===== config.mk =====
export PLATFORM = sky130hd
export DESIGN_NAME = dec_2_to_4_seq
export DESIGN_NICKNAME = d
export VERILOG_FILES = /design/src/rtl/dec_pkg.sv /design/src/rtl/dec_scan_ticker.sv /design/src/rtl/dec_2_to_4_seq.sv
export SDC_FILE = /design/constraint.sdc
export NUM_CORES = 1
export LEC_CHECK = 0
export BUFFER_PORTS_ARGS = -buffer_cell sky130_fd_sc_hd__buf_4
export CORE_MARGIN = 3
export CORE_UTILIZATION = 52
export CTS_CLUSTER_DIAMETER = 150
export DETAILED_ROUTE_END_ITERATION = 10
export PLACE_DENSITY = 0.79
export SLEW_MARGIN = 5
export SYNTH_ARGS = -nofsm -noshare
export SYNTH_HDL_FRONTEND = slang
export SYNTH_SLANG_ARGS = --single-unit

===== constraint.sdc =====
create_clock -name clk -period 1.7 [get_ports clk]
set_input_delay 0.425 -clock clk [delete_from_list [all_inputs] [get_ports clk]]
set_output_delay 0.425 -clock clk [all_outputs]
set_load 0.02 [all_outputs]

===== src/rtl/dec_pkg.sv =====
// Shared definitions for the registered 2-to-4 decoder: state encoding,
// code-to-one-hot mapping and the counter width helper.
package dec_pkg;

  typedef enum logic [1:0] {
    IDLE = 2'd0,
    HOLD = 2'd1,
    SCAN = 2'd2
  } dec_state_t;

  // Inverse of the 4-to-2 encoder: E1E0 selects one of the four lines A..D.
  function automatic logic [3:0] code_to_onehot(input logic [1:0] code);
    logic [3:0] onehot;
    case (code)
      2'b00:   onehot = 4'b0001;
      2'b01:   onehot = 4'b0010;
      2'b10:   onehot = 4'b0100;
      2'b11:   onehot = 4'b1000;
      default: onehot = 4'b0000;
    endcase
    return onehot;
  endfunction

  // Width needed to hold a reload value of max(a,b)-1; never narrower than 1 bit.
  function automatic int cnt_width(input int a, input int b);
    int biggest;
    int w;
    biggest = (a > b) ? a : b;
    w = $clog2(biggest);
    return (w < 1) ? 1 : w;
  endfunction

endpackage


===== src/rtl/dec_scan_ticker.sv =====
// Loadable down-counter with a zero tick. One instance times both the HOLD
// interval and each SCAN step; it stops at zero instead of wrapping.
module dec_scan_ticker #(
  parameter int W = 2
) (
  input  logic         clk,
  input  logic         rst_n,
  input  logic         clr,
  input  logic         load,
  input  logic [W-1:0] load_val,
  input  logic         dec_en,
  output logic         tick
);

  logic [W-1:0] cnt_r;

  // Counter register: clear wins over load, load wins over decrement, hold at zero.
  always_ff @(posedge clk or negedge rst_n) begin
    if (!rst_n) begin
      cnt_r <= '0;
    end else if (clr) begin
      cnt_r <= '0;
    end else if (load) begin
      cnt_r <= load_val;
    end else if (dec_en && (cnt_r != '0)) begin
      cnt_r <= cnt_r - W'(1);
    end else begin
      cnt_r <= cnt_r;
    end
  end

  assign tick = (cnt_r == '0);

endmodule


===== src/rtl/dec_2_to_4_seq.sv =====
// Registered 2-to-4 decoder with valid/ready intake, programmable output
// hold time and an idle-time scan mode that walks Y across all four lines.
module dec_2_to_4_seq
  import dec_pkg::*;
#(
  parameter int HOLD_CYCLES = 4,
  parameter int SCAN_DIV    = 8
) (
  input  logic       clk,
  input  logic       rst_n,
  input  logic       E0,
  input  logic       E1,
  input  logic       in_valid,
  output logic       in_ready,
  input  logic       en,
  input  logic       scan_en,
  output logic [3:0] Y,
  output logic       out_valid,
  output logic       busy
);

  localparam int CW = cnt_width(HOLD_CYCLES, SCAN_DIV);
  localparam logic [CW-1:0] HOLD_LOAD = CW'(HOLD_CYCLES - 1);
  localparam logic [CW-1:0] SCAN_LOAD = CW'(SCAN_DIV - 1);

  dec_state_t    state_r;
  dec_state_t    state_nxt_s;
  logic [3:0]    y_r;
  logic [3:0]    y_nxt_s;
  logic          out_valid_r;
  logic          out_valid_nxt_s;
  logic          tick_s;
  logic          ld_s;
  logic [CW-1:0] ld_val_s;
  logic          dec_s;
  logic          clr_s;
  logic          accept_s;

  // Handshake can only complete in IDLE while globally enabled.
  assign in_ready = (state_r == IDLE) && en;
  assign accept_s = in_ready && in_valid;

  dec_scan_ticker #(
    .W (CW)
  ) u_ticker (
    .clk      (clk),
    .rst_n    (rst_n),
    .clr      (clr_s),
    .load     (ld_s),
    .load_val (ld_val_s),
    .dec_en   (dec_s),
    .tick     (tick_s)
  );

  // Next-state and next-output logic; every path leaves Y zero or one-hot.
  always_comb begin
    state_nxt_s     = state_r;
    y_nxt_s         = y_r;
    out_valid_nxt_s = 1'b0;
    ld_s            = 1'b0;
    ld_val_s        = HOLD_LOAD;
    dec_s           = 1'b0;
    clr_s           = 1'b0;
    case (state_r)
      IDLE: begin
        y_nxt_s = 4'b0000;
        if (accept_s) begin
          // Handshake beats a simultaneous scan request.
          state_nxt_s     = HOLD;
          y_nxt_s         = code_to_onehot({E1, E0});
          out_valid_nxt_s = 1'b1;
          ld_s            = 1'b1;
          ld_val_s        = HOLD_LOAD;
        end else if (en && scan_en) begin
          state_nxt_s = SCAN;
          y_nxt_s     = 4'b0001;
          ld_s        = 1'b1;
          ld_val_s    = SCAN_LOAD;
        end else begin
          state_nxt_s = IDLE;
        end
      end
      HOLD: begin
        if (!en) begin
          state_nxt_s = IDLE;
          y_nxt_s     = 4'b0000;
          clr_s       = 1'b1;
        end else if (tick_s) begin
          state_nxt_s = IDLE;
          y_nxt_s     = 4'b0000;
        end else begin
          dec_s = 1'b1;
        end
      end
      SCAN: begin
        if (!en || !scan_en) begin
          // Leaving scan drops the current step immediately.
          state_nxt_s = IDLE;
          y_nxt_s     = 4'b0000;
          clr_s       = 1'b1;
        end else if (tick_s) begin
          y_nxt_s  = {y_r[2:0], y_r[3]};
          ld_s     = 1'b1;
          ld_val_s = SCAN_LOAD;
        end else begin
          dec_s = 1'b1;
        end
      end
      default: begin
        state_nxt_s = IDLE;
        y_nxt_s     = 4'b0000;
        clr_s       = 1'b1;
      end
    endcase
  end

  // State and output registers; reset clears Y and out_valid without a clock.
  always_ff @(posedge clk or negedge rst_n) begin
    if (!rst_n) begin
      state_r     <= IDLE;
      y_r         <= 4'b0000;
      out_valid_r <= 1'b0;
    end else begin
      state_r     <= state_nxt_s;
      y_r         <= y_nxt_s;
      out_valid_r <= out_valid_nxt_s;
    end
  end

  assign Y         = y_r;
  assign out_valid = out_valid_r;
  assign busy      = (state_r != IDLE);

endmodule

==> results.md <==
- Dpl hpwl: 1080 um
- Final cycle utilization of the critical path: 98.4%
- Ys flop type: dfrtp_1
- DR DRC count: 0
- Worst hold path class: input port to register
- Clk sinks: 10
- Layout fillers: 88
- Overall die area: 1820 um2
- Worst Setup Start Kind: register
- Cell Rows: 12
- PD cells: 861 nW/um2
- Die Y: 42.6 um
- R2r endpoint: u_ticker.cnt_r[2]
- Drt wl/cell: 14.8 um
- Outcome: finished, final reports clean
- Drt pass-1 iters: 4
- CTS tree: yes
- WHS Endpoint: state_r[1]
- Most frequent cell after synthesis: dfrtp_1
- Ant. Diodes: 0
- Design Area, Final: 867 um2
- CP cell instances: inv_2 -> ha_4 -> nand2_1 -> inv_2 -> buf_4
- Layout cells sized above 1: 35.2%
- Met1 Usage GRT: 22.8%
- Critical R2R Launch: state_r[0]
- Reg2Reg Depth: 7
- Syn nets: 83
- Max-slew violations: 0
- Clk_skew: 0.000358 ns
- Worst vdd ir: 0.532 mV
- Placed cell area: 797 um2
- Post-Synthesis Cells: 70
- Final WL: 1510 um
- I/O pins: 14
- Fin nets: 103
- Worst EP required: 1.27 ns
- Synth area leaders: dfrtp_1, ha_1, inv_1
- Initial Utilization: 58.8%
- Commonest cells in the netlist: dfrtp_1, inv_1, nand2_1
- Sequential area share after synthesis: 35.9%
- Die X: 42.6 um
- Area share of the largest cell type after synthesis: 35.9%
- Hold Path Depth: 3
- Final hold violations: 0
- Fin util: 73.1%
- Core Region: 1190 um2
- Critical path class: register to output port
- CP max stage cell: dfrtp_1
- Buffer depth of the longest clock path: 2
- Gp weighted congestion: 0.721
- Worst-Margin Slew: 0.311 ns
- CP max stage delay: 0.41 ns
- Hold_sp: in_valid
- GR peak layer: met2
- DRT iter0 DRCs: 13
- CP Data Arrival Time: 1.25 ns
- Tmin final: 1.67 ns
- Mapped Area: 697 um2
- Initial antenna violation count: 0
- Largest net degree at the start of global routing: 11
- CP Capture Type: output port
- Vias in the first global route: 552
- Final ANT Viol Nets: 0
- GRT overflow: 0
- CTS buffer count: 3
- Leakage power: 0.423 nW
- # setup viols final: 0
- RSZ-0062 raised after global routing: yes
- Total power: 747 uW
- Cell accounting for the most synthesized area: dfrtp_1
- Synth Register Bits: 10
- Max-Cap Viols: 0
- Slew margin rel.: 79.2%
- Tot GR Track Use: 17.9%
- # port buffers: 13
- Area growth from synthesis to layout: 24.4%
- Most frequent CP cell: inv_2
- Netlist cell types: 29
- H-tree levels: 1
- Met2 Track Usage GR: 28.0%
- Crit path max fanout: 4
- Fmax achieved: 598 MHz
- Setup TNS: 0 ns
- Syn_area_per_cell: 9.96 um2
- Via density: 5.75
- Synth async-reset ratio: 100%
- Ys Warns: 0
- Clock transition at path regs: 0.07 ns
- CTS root buffer: clkbuf_4
- Vias: 587
- Global-route wire length before repair: 2460 um
- EDFF count, synth: 0
- Register-to-Register Setup Slack: 0.09 ns
- Clock latency on the worst-skew pair: 0.26 ns
- GR Util met3: 5.15%
## how the worst max path moves through the flow
stage               slack (ns)                 to        from  depth (start not counted)
finish                    0.03           in_ready  state_r[0]                          5
global route             -0.04  u_ticker.cnt_r[2]  state_r[0]                          7
CTS                      0.008           in_ready  state_r[0]                          5
detailed placement         0.1  u_ticker.cnt_r[2]  state_r[0]                          6
global placement          0.15         state_r[0]  state_r[0]                          5
floorplan                 0.17  u_ticker.cnt_r[1]  state_r[0]                          6
## state kept, by name, indices dropped and copies added, names as in the netlist
name,cells
Y,4
u_ticker.cnt_r,3
state_r,2
out_valid,1
## power by group
part | leakage (nW) | switching (mW) | internal [mW] | total, mW
sequential | 0.128 | 0.0309 | 0.275 | 0.306
clock | 0.0138 | 0.0798 | 0.0816 | 0.161
combinational | 0.281 | 0.150 | 0.129 | 0.279
## layout make-up
type / instances / area, um2 / area share (%)
multi-input cells: 49 / 413 / 47.6
repair buffers: 17 / 130 / 15.0
well taps: 14 / 17.5 / 2.02
clock buffers: 3 / 22.5 / 2.60
inverters: 9 / 33.8 / 3.90
flip-flops and latches: 10 / 250 / 28.9
## placed cells by master, fill, tap and decap left out, drive strengths merged
cell and n:
nor2b 2, a31oi 2, dfrtp 10, ha 6
o32a 1, a2bb2oi 1, nand2 8, nand3b 1
and3 1, xor2 1, nor3b 2, nor3 3
o21a 1, a32oi 2, mux2 1, nand3 1
nor2 1, dlygate4sd3 1, o221ai 1, clkbuf 3
xnor2 1, o21ai 5, mux2i 2, a21oi 4
buf 16, inv 9, nand2b 1, o2bb2ai 1
## kinds of logic (layout without fill, tap and decap cells)
| group | Yosys count | count (layout) | share of synthesized area (%) |
|---|---|---|---|
| compound gates | 18 | 18 | 19.6 |
| simple gates | 20 | 20 | 18.7 |
| mux | 3 | 3 | 4.49 |
| flops | 10 | 10 | 35.9 |
| xor+xnor | 2 | 2 | 2.51 |
| buf+inv | 11 | 29 | 8.08 |
| fa+ha+maj | 6 | 6 | 10.8 |
## critical path, delay by kind of cell (launching register included)
family	cells	cell delay, ns
flip-flops	1	0.41
buffers and inverters	3	0.32
adder cells (fa/ha/maj)	1	0.15
AND/OR/NAND/NOR	1	0.11
## timing repair
item	in CTS	in global routing
hold endpoints to repair	10	0
gates resized for setup	3	5
hold buffers	1	0
endpoints found under the setup margin	1	7
buffers inserted	2	0
## routing by layer
| metal | share of wire (%) | vias up |
|---|---|---|
| met3 | 6.5 | 8 |
| li1 | - | 284 |
| met2 | 48 | 29 |
| met4 | 3.0 | 0 |
| met1 | 42 | 266 |
| met5 | 0 | - |
## stage by stage
stage | cells | hold slack, ns | worst slack [ns]
4_1_cts | 102 | 0.460 | 0.00804
6_report | 102 | 0.462 | 0.0272
2_1_floorplan | 70 | 0.129 | 0.173
5_1_grt | 102 | 0.470 | -0.0417
3_5_place_dp | 96 | 0.262 | 0.0962
3_3_place_gp | 96 | 0.261 | 0.147
Power figures use the tool's default switching activity.
